## src/rtl/sync_bus_pkg.sv

```systemverilog
// Default timing constants and shared types for the sync bus generator.
package sync_bus_pkg;

  localparam int unsigned CNT_W      = 9;
  localparam int unsigned PH_W       = 8;
  localparam int unsigned MAX_LAYERS = 8;

  localparam int unsigned H_START    = 128;
  localparam int unsigned H_LAST     = 511;
  localparam int unsigned HS_START   = 160;
  localparam int unsigned HS_END     = 192;
  localparam int unsigned VINC_H     = 368;
  localparam int unsigned V_START    = 248;
  localparam int unsigned V_LAST     = 511;
  localparam int unsigned VBL_START  = 480;
  localparam int unsigned VBL_END    = 272;

  typedef logic [2:0] fine_scroll_t;

  // True when line v falls inside the vertical blank window (window may wrap).
  function automatic logic in_vbl_window(input logic [CNT_W-1:0] v,
                                         input logic [CNT_W-1:0] vs,
                                         input logic [CNT_W-1:0] ve);
    if (vs > ve) return (v >= vs) || (v < ve);
    return (v >= vs) && (v < ve);
  endfunction

endpackage

```

## src/rtl/sync_bus_gen_if.sv

```systemverilog
// Sync bus between the timing generator (master) and its consumers (slave).
interface sync_bus_gen_if
  import sync_bus_pkg::*;
#(
  parameter int unsigned N_LAYERS = 3
) ();

  logic                CE_PIX;
  logic                HINV;
  logic                VINV;
  logic [7:0]          Z80A_DATABUS;
  logic [N_LAYERS-1:0] SPH;

  logic [CNT_W-1:0]    SB_HN;
  logic [7:0]          SB_H;
  logic [7:0]          SB_V;
  logic [PH_W-1:0]     PH;
  logic                HSYNC;
  logic                VSYNC;
  logic                HBL;
  logic                VBL;
  logic                BLANK;
  logic [N_LAYERS-1:0] SNLD;
  logic                VBL_IRQ;
  logic                FRAME_START;

  modport master (
    input  CE_PIX, HINV, VINV, Z80A_DATABUS, SPH,
    output SB_HN, SB_H, SB_V, PH, HSYNC, VSYNC, HBL, VBL, BLANK, SNLD,
           VBL_IRQ, FRAME_START
  );

  modport slave (
    output CE_PIX, HINV, VINV, Z80A_DATABUS, SPH,
    input  SB_HN, SB_H, SB_V, PH, HSYNC, VSYNC, HBL, VBL, BLANK, SNLD,
           VBL_IRQ, FRAME_START
  );

endinterface

```

## src/rtl/sync_bus_scroll_latch.sv

```systemverilog
// One fine-scroll channel: SPH rising-edge latch of CPU data and HPIX compare.
module sync_bus_scroll_latch
  import sync_bus_pkg::*;
(
  input  logic         clkm_48MHZ,
  input  logic         RESET,
  input  logic         sph,
  input  fine_scroll_t data,
  input  fine_scroll_t hpix_lo,
  output logic         snld
);

  logic         sph_q;
  logic         armed;
  fine_scroll_t dh;

  // armed only after SPH has been seen low, so a strobe held through reset cannot latch
  always_ff @(posedge clkm_48MHZ or posedge RESET) begin
    if (RESET) begin
      sph_q <= 1'b0;
      armed <= 1'b0;
      dh    <= '0;
    end else begin
      sph_q <= sph;
      if (!sph) armed <= 1'b1;
      if (sph && !sph_q && armed) dh <= data;
    end
  end

  assign snld = (dh != hpix_lo);

endmodule

```

## src/rtl/sync_bus_gen.sv

```systemverilog
// Parametrised video timing generator: H/V counters, sync, blanking, PH and fine-scroll strobes.
module sync_bus_gen #(
  parameter int unsigned H_START   = sync_bus_pkg::H_START,
  parameter int unsigned H_LAST    = sync_bus_pkg::H_LAST,
  parameter int unsigned HS_START  = sync_bus_pkg::HS_START,
  parameter int unsigned HS_END    = sync_bus_pkg::HS_END,
  parameter int unsigned VINC_H    = sync_bus_pkg::VINC_H,
  parameter int unsigned V_START   = sync_bus_pkg::V_START,
  parameter int unsigned V_LAST    = sync_bus_pkg::V_LAST,
  parameter int unsigned VBL_START = sync_bus_pkg::VBL_START,
  parameter int unsigned VBL_END   = sync_bus_pkg::VBL_END,
  parameter int unsigned N_LAYERS  = 3
) (
  input  logic           clkm_48MHZ,
  input  logic           RESET,
  sync_bus_gen_if.master bus
);

  import sync_bus_pkg::*;

  if (H_START > H_LAST || V_START > V_LAST || HS_END < HS_START ||
      N_LAYERS == 0 || N_LAYERS > MAX_LAYERS) begin : g_param_err
    $error("sync_bus_gen: illegal timing or layer parameters");
  end

  localparam logic [CNT_W-1:0] H_START_C   = CNT_W'(H_START);
  localparam logic [CNT_W-1:0] H_LAST_C    = CNT_W'(H_LAST);
  localparam logic [CNT_W-1:0] HS_START_C  = CNT_W'(HS_START);
  localparam logic [CNT_W-1:0] HS_END_C    = CNT_W'(HS_END);
  localparam logic [CNT_W-1:0] VINC_H_C    = CNT_W'(VINC_H);
  localparam logic [CNT_W-1:0] V_START_C   = CNT_W'(V_START);
  localparam logic [CNT_W-1:0] V_LAST_C    = CNT_W'(V_LAST);
  localparam logic [CNT_W-1:0] VBL_START_C = CNT_W'(VBL_START);
  localparam logic [CNT_W-1:0] VBL_END_C   = CNT_W'(VBL_END);
  localparam logic             VBL_RST     = in_vbl_window(V_START_C, VBL_START_C, VBL_END_C);

  logic [CNT_W-1:0]    hpix;
  logic [CNT_W-1:0]    vpix;
  logic [CNT_W-1:0]    hpix_nxt;
  logic [CNT_W-1:0]    vpix_nxt;
  logic                vinc;
  logic [PH_W-1:0]     ph;
  logic                vbl;
  logic                vbl_d;
  logic                vbl_irq;
  logic                frame_pend;
  logic                frame_start;
  logic [N_LAYERS-1:0] snld;
  logic                unused_data_hi;

  // Next counter values; vinc marks the pixel step on which the line count moves
  always_comb begin
    hpix_nxt = hpix;
    vpix_nxt = vpix;
    vinc     = 1'b0;
    if (bus.CE_PIX) begin
      hpix_nxt = (hpix == H_LAST_C) ? H_START_C : hpix + CNT_W'(1);
      if (hpix == VINC_H_C) begin
        vinc     = 1'b1;
        vpix_nxt = (vpix == V_LAST_C) ? V_START_C : vpix + CNT_W'(1);
      end
    end
  end

  // Pulses are generated from state that keeps running while CE_PIX is low
  always_ff @(posedge clkm_48MHZ or posedge RESET) begin
    if (RESET) begin
      hpix        <= H_START_C;
      vpix        <= V_START_C;
      ph          <= '0;
      vbl         <= VBL_RST;
      vbl_d       <= VBL_RST;
      vbl_irq     <= 1'b0;
      frame_pend  <= 1'b0;
      frame_start <= 1'b0;
    end else begin
      hpix <= hpix_nxt;
      vpix <= vpix_nxt;
      if (bus.CE_PIX) ph <= {ph[PH_W-2:0], ~(hpix[2] & hpix[1])};
      if (vinc) begin
        if (vpix_nxt == VBL_START_C)    vbl <= 1'b1;
        else if (vpix_nxt == VBL_END_C) vbl <= 1'b0;
      end
      vbl_d       <= vbl;
      vbl_irq     <= vbl & ~vbl_d;
      frame_pend  <= vinc && (vpix == V_LAST_C);
      frame_start <= frame_pend;
    end
  end

  for (genvar i = 0; i < int'(N_LAYERS); i++) begin : g_layer
    sync_bus_scroll_latch u_latch (
      .clkm_48MHZ (clkm_48MHZ),
      .RESET      (RESET),
      .sph        (bus.SPH[i]),
      .data       (fine_scroll_t'(bus.Z80A_DATABUS[2:0])),
      .hpix_lo    (fine_scroll_t'(hpix[2:0])),
      .snld       (snld[i])
    );
  end

  assign unused_data_hi = ^bus.Z80A_DATABUS[7:3];

  assign bus.SB_HN       = hpix;
  assign bus.SB_H        = hpix[7:0] ^ {8{bus.HINV}};
  assign bus.SB_V        = vpix[7:0] ^ {8{bus.VINV}};
  assign bus.PH          = ph;
  assign bus.HSYNC       = (hpix >= HS_START_C) && (hpix <= HS_END_C);
  assign bus.HBL         = ~hpix[8];
  assign bus.VSYNC       = vpix[8];
  assign bus.VBL         = vbl;
  assign bus.BLANK       = ~hpix[8] | vbl;
  assign bus.SNLD        = snld;
  assign bus.VBL_IRQ     = vbl_irq;
  assign bus.FRAME_START = frame_start;

endmodule

```

## src/flat_wrapper.sv

```systemverilog
// flat-port wrapper written by rule: the top's interface ports become plain ports
module sync_bus_gen_flat import sync_bus_pkg::*;
#(
  parameter int unsigned H_START   = sync_bus_pkg::H_START,
  parameter int unsigned H_LAST    = sync_bus_pkg::H_LAST,
  parameter int unsigned HS_START  = sync_bus_pkg::HS_START,
  parameter int unsigned HS_END    = sync_bus_pkg::HS_END,
  parameter int unsigned VINC_H    = sync_bus_pkg::VINC_H,
  parameter int unsigned V_START   = sync_bus_pkg::V_START,
  parameter int unsigned V_LAST    = sync_bus_pkg::V_LAST,
  parameter int unsigned VBL_START = sync_bus_pkg::VBL_START,
  parameter int unsigned VBL_END   = sync_bus_pkg::VBL_END,
  parameter int unsigned N_LAYERS  = 3
)
  (clkm_48MHZ, RESET, bus_CE_PIX, bus_HINV, bus_VINV, bus_Z80A_DATABUS, bus_SPH, bus_SB_HN, bus_SB_H, bus_SB_V, bus_PH, bus_HSYNC, bus_VSYNC, bus_HBL, bus_VBL, bus_BLANK, bus_SNLD, bus_VBL_IRQ, bus_FRAME_START);
  sync_bus_gen_if #(.N_LAYERS(N_LAYERS)) bus_i ();
  input  logic clkm_48MHZ;
  input  logic RESET;
  input wire logic [$bits(bus_i.CE_PIX)-1:0] bus_CE_PIX;
  input wire logic [$bits(bus_i.HINV)-1:0] bus_HINV;
  input wire logic [$bits(bus_i.VINV)-1:0] bus_VINV;
  input wire logic [$bits(bus_i.Z80A_DATABUS)-1:0] bus_Z80A_DATABUS;
  input wire logic [$bits(bus_i.SPH)-1:0] bus_SPH;
  output wire logic [$bits(bus_i.SB_HN)-1:0] bus_SB_HN;
  output wire logic [$bits(bus_i.SB_H)-1:0] bus_SB_H;
  output wire logic [$bits(bus_i.SB_V)-1:0] bus_SB_V;
  output wire logic [$bits(bus_i.PH)-1:0] bus_PH;
  output wire logic [$bits(bus_i.HSYNC)-1:0] bus_HSYNC;
  output wire logic [$bits(bus_i.VSYNC)-1:0] bus_VSYNC;
  output wire logic [$bits(bus_i.HBL)-1:0] bus_HBL;
  output wire logic [$bits(bus_i.VBL)-1:0] bus_VBL;
  output wire logic [$bits(bus_i.BLANK)-1:0] bus_BLANK;
  output wire logic [$bits(bus_i.SNLD)-1:0] bus_SNLD;
  output wire logic [$bits(bus_i.VBL_IRQ)-1:0] bus_VBL_IRQ;
  output wire logic [$bits(bus_i.FRAME_START)-1:0] bus_FRAME_START;
  assign bus_i.CE_PIX = bus_CE_PIX;
  assign bus_i.HINV = bus_HINV;
  assign bus_i.VINV = bus_VINV;
  assign bus_i.Z80A_DATABUS = bus_Z80A_DATABUS;
  assign bus_i.SPH = bus_SPH;
  assign bus_SB_HN = bus_i.SB_HN;
  assign bus_SB_H = bus_i.SB_H;
  assign bus_SB_V = bus_i.SB_V;
  assign bus_PH = bus_i.PH;
  assign bus_HSYNC = bus_i.HSYNC;
  assign bus_VSYNC = bus_i.VSYNC;
  assign bus_HBL = bus_i.HBL;
  assign bus_VBL = bus_i.VBL;
  assign bus_BLANK = bus_i.BLANK;
  assign bus_SNLD = bus_i.SNLD;
  assign bus_VBL_IRQ = bus_i.VBL_IRQ;
  assign bus_FRAME_START = bus_i.FRAME_START;
  sync_bus_gen #(.H_START(H_START), .H_LAST(H_LAST), .HS_START(HS_START), .HS_END(HS_END), .VINC_H(VINC_H), .V_START(V_START), .V_LAST(V_LAST), .VBL_START(VBL_START), .VBL_END(VBL_END), .N_LAYERS(N_LAYERS)) u_core (.clkm_48MHZ(clkm_48MHZ), .RESET(RESET), .bus(bus_i));
endmodule
```

## config.mk

```make
export PLATFORM = sky130hd
export DESIGN_NAME = sync_bus_gen_flat
export DESIGN_NICKNAME = d
export VERILOG_FILES = /design/src/rtl/sync_bus_pkg.sv /design/src/rtl/sync_bus_gen_if.sv /design/src/rtl/sync_bus_scroll_latch.sv /design/src/rtl/sync_bus_gen.sv /design/src/flat_wrapper.sv
export SDC_FILE = /design/constraint.sdc
export NUM_CORES = 1
export LEC_CHECK = 0
export BUFFER_PORTS_ARGS = -buffer_cell sky130_fd_sc_hd__clkbuf_2
export CORE_MARGIN = 2
export CORE_UTILIZATION = 55
export DETAILED_ROUTE_END_ITERATION = 10
export PLACE_DENSITY = 0.82
export SYNTH_ARGS = -nofsm -noshare
export SYNTH_HDL_FRONTEND = slang
export SYNTH_SLANG_ARGS = --single-unit
```

## constraint.sdc

```tcl
create_clock -name clkm_48MHZ -period 3.4 [get_ports clkm_48MHZ]
set_input_delay 0.68 -clock clkm_48MHZ [delete_from_list [all_inputs] [get_ports clkm_48MHZ]]
set_output_delay 0.68 -clock clkm_48MHZ [all_outputs]
set_load 0.005 [all_outputs]
```

# Yosys cells after proc, flatten, opt, wreduce, memory -nomap -nowiden
# Index checks and enable logic that the tools add are counted.
[op_classes]
n_addsub = 2
n_lt_le_gt_ge = 2
eq_ne = 8
n_mux = 8
n_bitwise = 8
reduce_logical = 13
[op_table]
columns = ["cell", "count"]
rows = [
  ["9-bit == test (second input constant)", 5],
  ["9-bit two-way mux", 4],
  ["9-bit by 1-bit adder with 9-bit output (second input constant)", 2],
  ["8-bit XOR", 2],
  ["9-bit by 8-bit greater-or-equal comparator with 1-bit output (second input constant)", 1],
  ["9-bit by 8-bit <= comparator with 1-bit output (second input constant)", 1],
  ["3-bit != test", 3],
  ["1-bit logical AND", 8],
  ["1-bit two-way mux", 4],
  ["1-bit zero test", 3],
  ["1-bit NOT", 3],
  ["1-bit AND", 2],
  ["2-bit AND reduction", 1],
  ["2-bit nonzero test", 1],
  ["1-bit bitwise OR", 1],
]
[totals]
register_bits = 46
input_bits = 16
elab_cells = 58

# Logic depth before layout (Yosys ltp)
[depth]
ltp_word = 7
ltp_mapped = 9
ltp_nobuf = 9

# Modules after synthesis
# From an unflattened synthesis, not the netlist that was laid out.
[unflattened]
hier_cells = 215
hier_area_um2 = 2411.1
[modules_own_cells]
columns = ["module", "instances", "cells_each", "area_per_inst_um2", "seq_area_each_um2"]
rows = [
  ["sync_bus_gen", 1, 170, 1709.1, 785.8],
  ["sync_bus_scroll_latch", 3, 15, 234.0, 125.1],
]

# Worst setup path before layout
# Ideal clock, no wire load.
[synth_path]
path_type = "reg-to-reg"
from = "register u_core.vpix[0]"
to = "register u_core.vbl, in the netlist u_core.bus.VBL"
arrival_time_ns = 2.139
required_ns = 3.311
slack_ns = 1.172
path_stages_with_launch = 10
n_path_buf = 0
synth_period_minus_slack_ns = 2.228
path_cell_list = "dfrtp_1 -> ha_1 -> and4_1 -> and3_1 -> and2_1 -> ha_1 -> nand2b_1 -> a21oi_1 -> a221oi_1 -> a211oi_1"
[synth_via]
elab_chain_len = 7
word_cells_on_any_way = 10
classes_between = "add/sub (1); eq/ne (3); mux (4); reduce/logical (2)"
[synth_lines]
columns = ["element", "line", "source"]
rows = [
  ["from (decl)", "sync_bus_gen.sv:38", "logic [CNT_W-1:0] vpix;"],
  ["from (signal assigned)", "sync_bus_gen.sv:78", "vpix <= vpix_nxt;"],
  ["9-bit by 1-bit adder with 9-bit output / 9-bit == test (equally long branches)", "sync_bus_gen.sv:60", "vpix_nxt = (vpix == V_LAST_C) ? V_START_C : vpix + CNT_W'(1);"],
  ["9-bit two-way mux", "sync_bus_gen.sv:60", ""],
  ["9-bit two-way mux", "sync_bus_gen.sv:58", "if (hpix == VINC_H_C) begin"],
  ["9-bit two-way mux (*)", "sync_bus_gen.sv:56", "if (bus.CE_PIX) begin"],
  ["9-bit == test, on equally long branches", "sync_bus_gen.sv:82, sync_bus_gen.sv:81", ""],
  ["2-bit nonzero test (no source line)", "--", ""],
  ["2-bit AND reduction (no source line)", "--", ""],
  ["to (signal assigned)", "sync_bus_gen.sv:71", "vbl <= VBL_RST;"],
  ["to (signal assigned)", "sync_bus_gen.sv:81", "if (vpix_nxt == VBL_START_C) vbl <= 1'b1;"],
  ["to (signal assigned)", "sync_bus_gen.sv:82", "else if (vpix_nxt == VBL_END_C) vbl <= 1'b0;"],
  ["to (decl)", "sync_bus_gen.sv:43", "logic vbl;"],
]
# Mark *: on every way between the ends. The rest lies on a longest branch, timed or not.
# A chain may end at the register's enable or synchronous reset.

# Worst setup path after layout
[layout_path]
from = "register u_core.hpix[1], in the netlist u_core.bus.SB_HN[1]"
to = "output bus_HSYNC"
[layout_via]
elab_chain_len = 2
word_cells_on_any_way = 3
classes_between = "order compare (2); reduce/logical (1)"
[layout_lines]
columns = ["element", "line", "source"]
rows = [
  ["from (decl)", "sync_bus_gen.sv:37", "logic [CNT_W-1:0] hpix;"],
  ["from (signal assigned)", "sync_bus_gen.sv:77", "hpix <= hpix_nxt;"],
  ["9-bit by 8-bit greater-or-equal comparator with 1-bit output / 9-bit by 8-bit <= comparator with 1-bit output (equally long branches)", "sync_bus_gen.sv:108", "assign bus.HSYNC = (hpix >= HS_START_C) && (hpix <= HS_END_C);"],
  ["1-bit logical AND (*)", "sync_bus_gen.sv:108", ""],
  ["to (decl)", "flat_wrapper.sv:28", "output wire logic [$bits(bus_i.HSYNC)-1:0] bus_HSYNC;"],
]
# Marked as above.

==> flow_summary_export.csv <==
group,metric,value,unit
global_route,antenna_found_initial,0,
logic_synthesis,ys_top_cells_by_area,"dfrtp_1, dfstp_2, mux2_2",
detailed_routing,drc,0,
floorplanning,die_w,70.83,um
detailed_routing,vias_per_cell,5.451,
hold_path,hold_path_class,"reg -> reg",
clock_network,cts_hold_buf,0,
detailed_routing,wl_per_cell,13.72,um
floorplanning,io_pins,59,
global_route,grt_pass1_vias,1656,
placed_design,dp_cells,320,
floorplanning,coreArea,4324,sq um
status,status,"completed",
detailed_routing,ant_nets,0,
logic_synthesis,netlist_top_cells_count,"dfrtp_1, xor2_1, nand2_1, mux2_2, o21ai_0",
timing,maxSlewHeadroom,0.3762,
timing,hold_viol_final,0,
logic_synthesis,avgSynthCellArea,10.59,sq um
logic_synthesis,synth-main-ff-cell,"dfrtp_1",
timing,rsz0062_at_grt,"false",
timing,holdWs,0.3523,ns
floorplanning,start_util,0.5680,
timing,finClkSkew,0.006775,ns
logic_synthesis,yosys.area.top_type,"dfrtp_1",
power_and_ir_drop,p_leak,1.314,nW
logic_synthesis,netlist_instances,232,
global_route,grt_max_degree,47,
logic_synthesis,synth.most_common_cell,"dfrtp_1",
floorplanning,die_area,5016,sq um
logic_synthesis,synth_nets,254,
clock_network,clk_latency,0.30,ns
clock_network,cts_max_level,2,
global_route,grt_pass1_wl,7424,um
clock_network,post-cts-setup-buffers,0,
logic_synthesis,ys_types,44,
floorplanning,num_rows,24,
timing,slew_violations,0,
setup_path,slowest_delay,0.52,ns
setup_path,cp.buffers_inverters,2,
finish,area_delta_synth_final,13.86,%
setup_path,crit_type,"reg -> out",
detailed_routing,vias,1788,
finish,n_antenna_cell,0,
power_and_ir_drop,ir_drop,0.3554,mV
detailed_routing,drt-pass1-iter-count,4,
finish,final_cells,328,
job,drv_cap,0,
setup_path,crit_path_start_kind,"flop",
logic_synthesis,ys_warn_count,0,
clock_network,cts_resized,0,
timing,min_period_over_period,0.7595,
clock_network,clock-sinks,46,
placed_design,port_buffers,53,
finish,multi_input_area,1165,sq um
setup_path,cp_top_family,"simple AND/OR/NAND/NOR gates",
logic_synthesis,yosysTopAreaCellShare,0.3872,
floorplanning,die-height,70.83,um
timing,fmax,387.2,MHz
timing,fin_crit,2.582,ns
placed_design,gp_congestion,0.8962,
clock_network,cts.clk_slew.worst_paths,0.08,ns
setup_path,crit_required,2.72,ns
timing,setup_viol,0,
finish,finalNetCount,297,
clock_network,clock_path_buffers,2,
global_route,groute.usage.overall,0.1872,
logic_synthesis,ys_seq_elements,46,
finish,nFillCells,356,
clock_network,cts-root-buf,"clkbuf_8",
timing,tightest_slew,0.9343,ns
detailed_routing,wl,4501,um
setup_path,cp-end-kind,"primary output",
logic_synthesis,synth_edf_count,0,
logic_synthesis,syn_area,2456,sq um
timing,setup_tns,0,ns
global_route,overflow,0,
setup_path,worstPathArrival,1.90,ns
finish,seq_area,1161,sq um
detailed_routing,drt-initial-drc-count,120,
logic_synthesis,async_reset_ff_frac,1.000,
finish,drive_gt1_frac,0.3370,
setup_path,crit_fanout,9,
placed_design,hpwlAfterDp,3193,um
clock_network,tritoncts,"built",
power_and_ir_drop,cellPowerDensity,537.2,nW/um^2
clock_network,cts_buffers,5,
setup_path,cp_cell_sequence,"inv_1, ha_1, nand4bb_4, nor3_1, a21oi_1, nor3b_1, clkbuf_2",
setup_path,slowest_stage,"dfrtp_1",
logic_synthesis,yosysSeqAreaShare,0.4727,
[metrics by stage]
stage / area (sq um) / setup slack, ns / power (mW) / util
2_1_floorplan: 2456 / 1.172 / 0.9930 / -
3_3_place_gp: 2686 / 0.9579 / 1.103 / 0.6212
3_5_place_dp: 2686 / 0.8950 / 1.121 / 0.6212
4_1_cts: 2796 / 0.8072 / 1.520 / 0.6467
5_1_grt: 2796 / 0.6934 / 1.597 / 0.6467
6_report: 2796 / 0.8176 / 1.502 / 0.6467
[flip-flops by register name (all words and copies together), names as in the netlist]
| register | cells |
|---|---|
| u_core.bus.FRAME_START | 1 |
| u_core.bus.PH | 8 |
| u_core.bus.SB_HN | 9 |
| u_core.bus.VBL | 1 |
| u_core.bus.VBL_IRQ | 1 |
| u_core.frame_pend | 1 |
| u_core.g_layer.u_latch.armed | 3 |
| u_core.g_layer.u_latch.dh | 9 |
| u_core.g_layer.u_latch.sph_q | 3 |
| u_core.vbl_d | 1 |
| u_core.vpix | 9 |
[layer usage]
metal	GRT usage	up-vias	wire (um)
li1	-	884	-
met1	0.2306	851	1985
met2	0.3219	47	2211
met3	0.04558	6	240
met4	0.06499	0	62
met5	0	-	0
[final timing paths]
check	startpoint	end	slack (ns)	cells after the start
min	u_core.frame_pend$_DFF_PP0_	u_core.bus.FRAME_START$_DFF_PP0_	0.35	0
min in group asynchronous	RESET	u_core.g_layer[0].u_latch.sph_q$_DFF_PP0_	0.56	2
max reg2reg	u_core.vpix[0]$_DFF_PP0_	u_core.bus.VBL$_DFFE_PP1P_	0.92	9
max	u_core.bus.SB_HN[1]$_DFFE_PP0P_	bus_HSYNC	0.82	7
max in group asynchronous	RESET	u_core.bus.FRAME_START$_DFF_PP0_	2.25	2
min reg2reg	u_core.frame_pend$_DFF_PP0_	u_core.bus.FRAME_START$_DFF_PP0_	0.35	0
[logic make-up (layout without fill, tap and decap cells)]
group / after synthesis / count (layout) / synth area share
simple gates: 70 / 70 / 0.1656
flops: 46 / 46 / 0.4727
compound gates: 40 / 40 / 0.1009
xor+xnor: 28 / 28 / 0.09985
buf+inv: 25 / 69 / 0.05298
mux: 17 / 17 / 0.07743
fa+ha+maj: 6 / 6 / 0.03056
[cell usage in the layout (no fill, tap or decap), types with 6 or more instances in the layout]
cell	count
and3_1	6
nand2_1	17
mux2_2	16
a21oi_1	10
dfstp_2	8
clkbuf_2	53
o21ai_0	13
xnor2_1	10
dfrtp_1	38
a31oi_1	6
xor2_1	18
ha_1	6
nand2b_1	6
nor2_1	12
inv_1	7
[where the power goes]
part,total [mW],switching (mW),internal (mW)
registers,0.750,0.120,0.630
clock network,0.400,0.181,0.219
logic,0.353,0.150,0.203
total,1.50,0.450,1.05
[layout make-up]
cell class / count / share of cell area
inverters: 8 / 0.01074
clock inverters: 2 / 0.01342
well taps: 52 / 0.02327
multi-input cells: 161 / 0.4166
repair buffers: 53 / 0.09485
flip-flops and latches: 46 / 0.4152
clock buffers: 6 / 0.02595
Power figures use the tool's default switching activity.
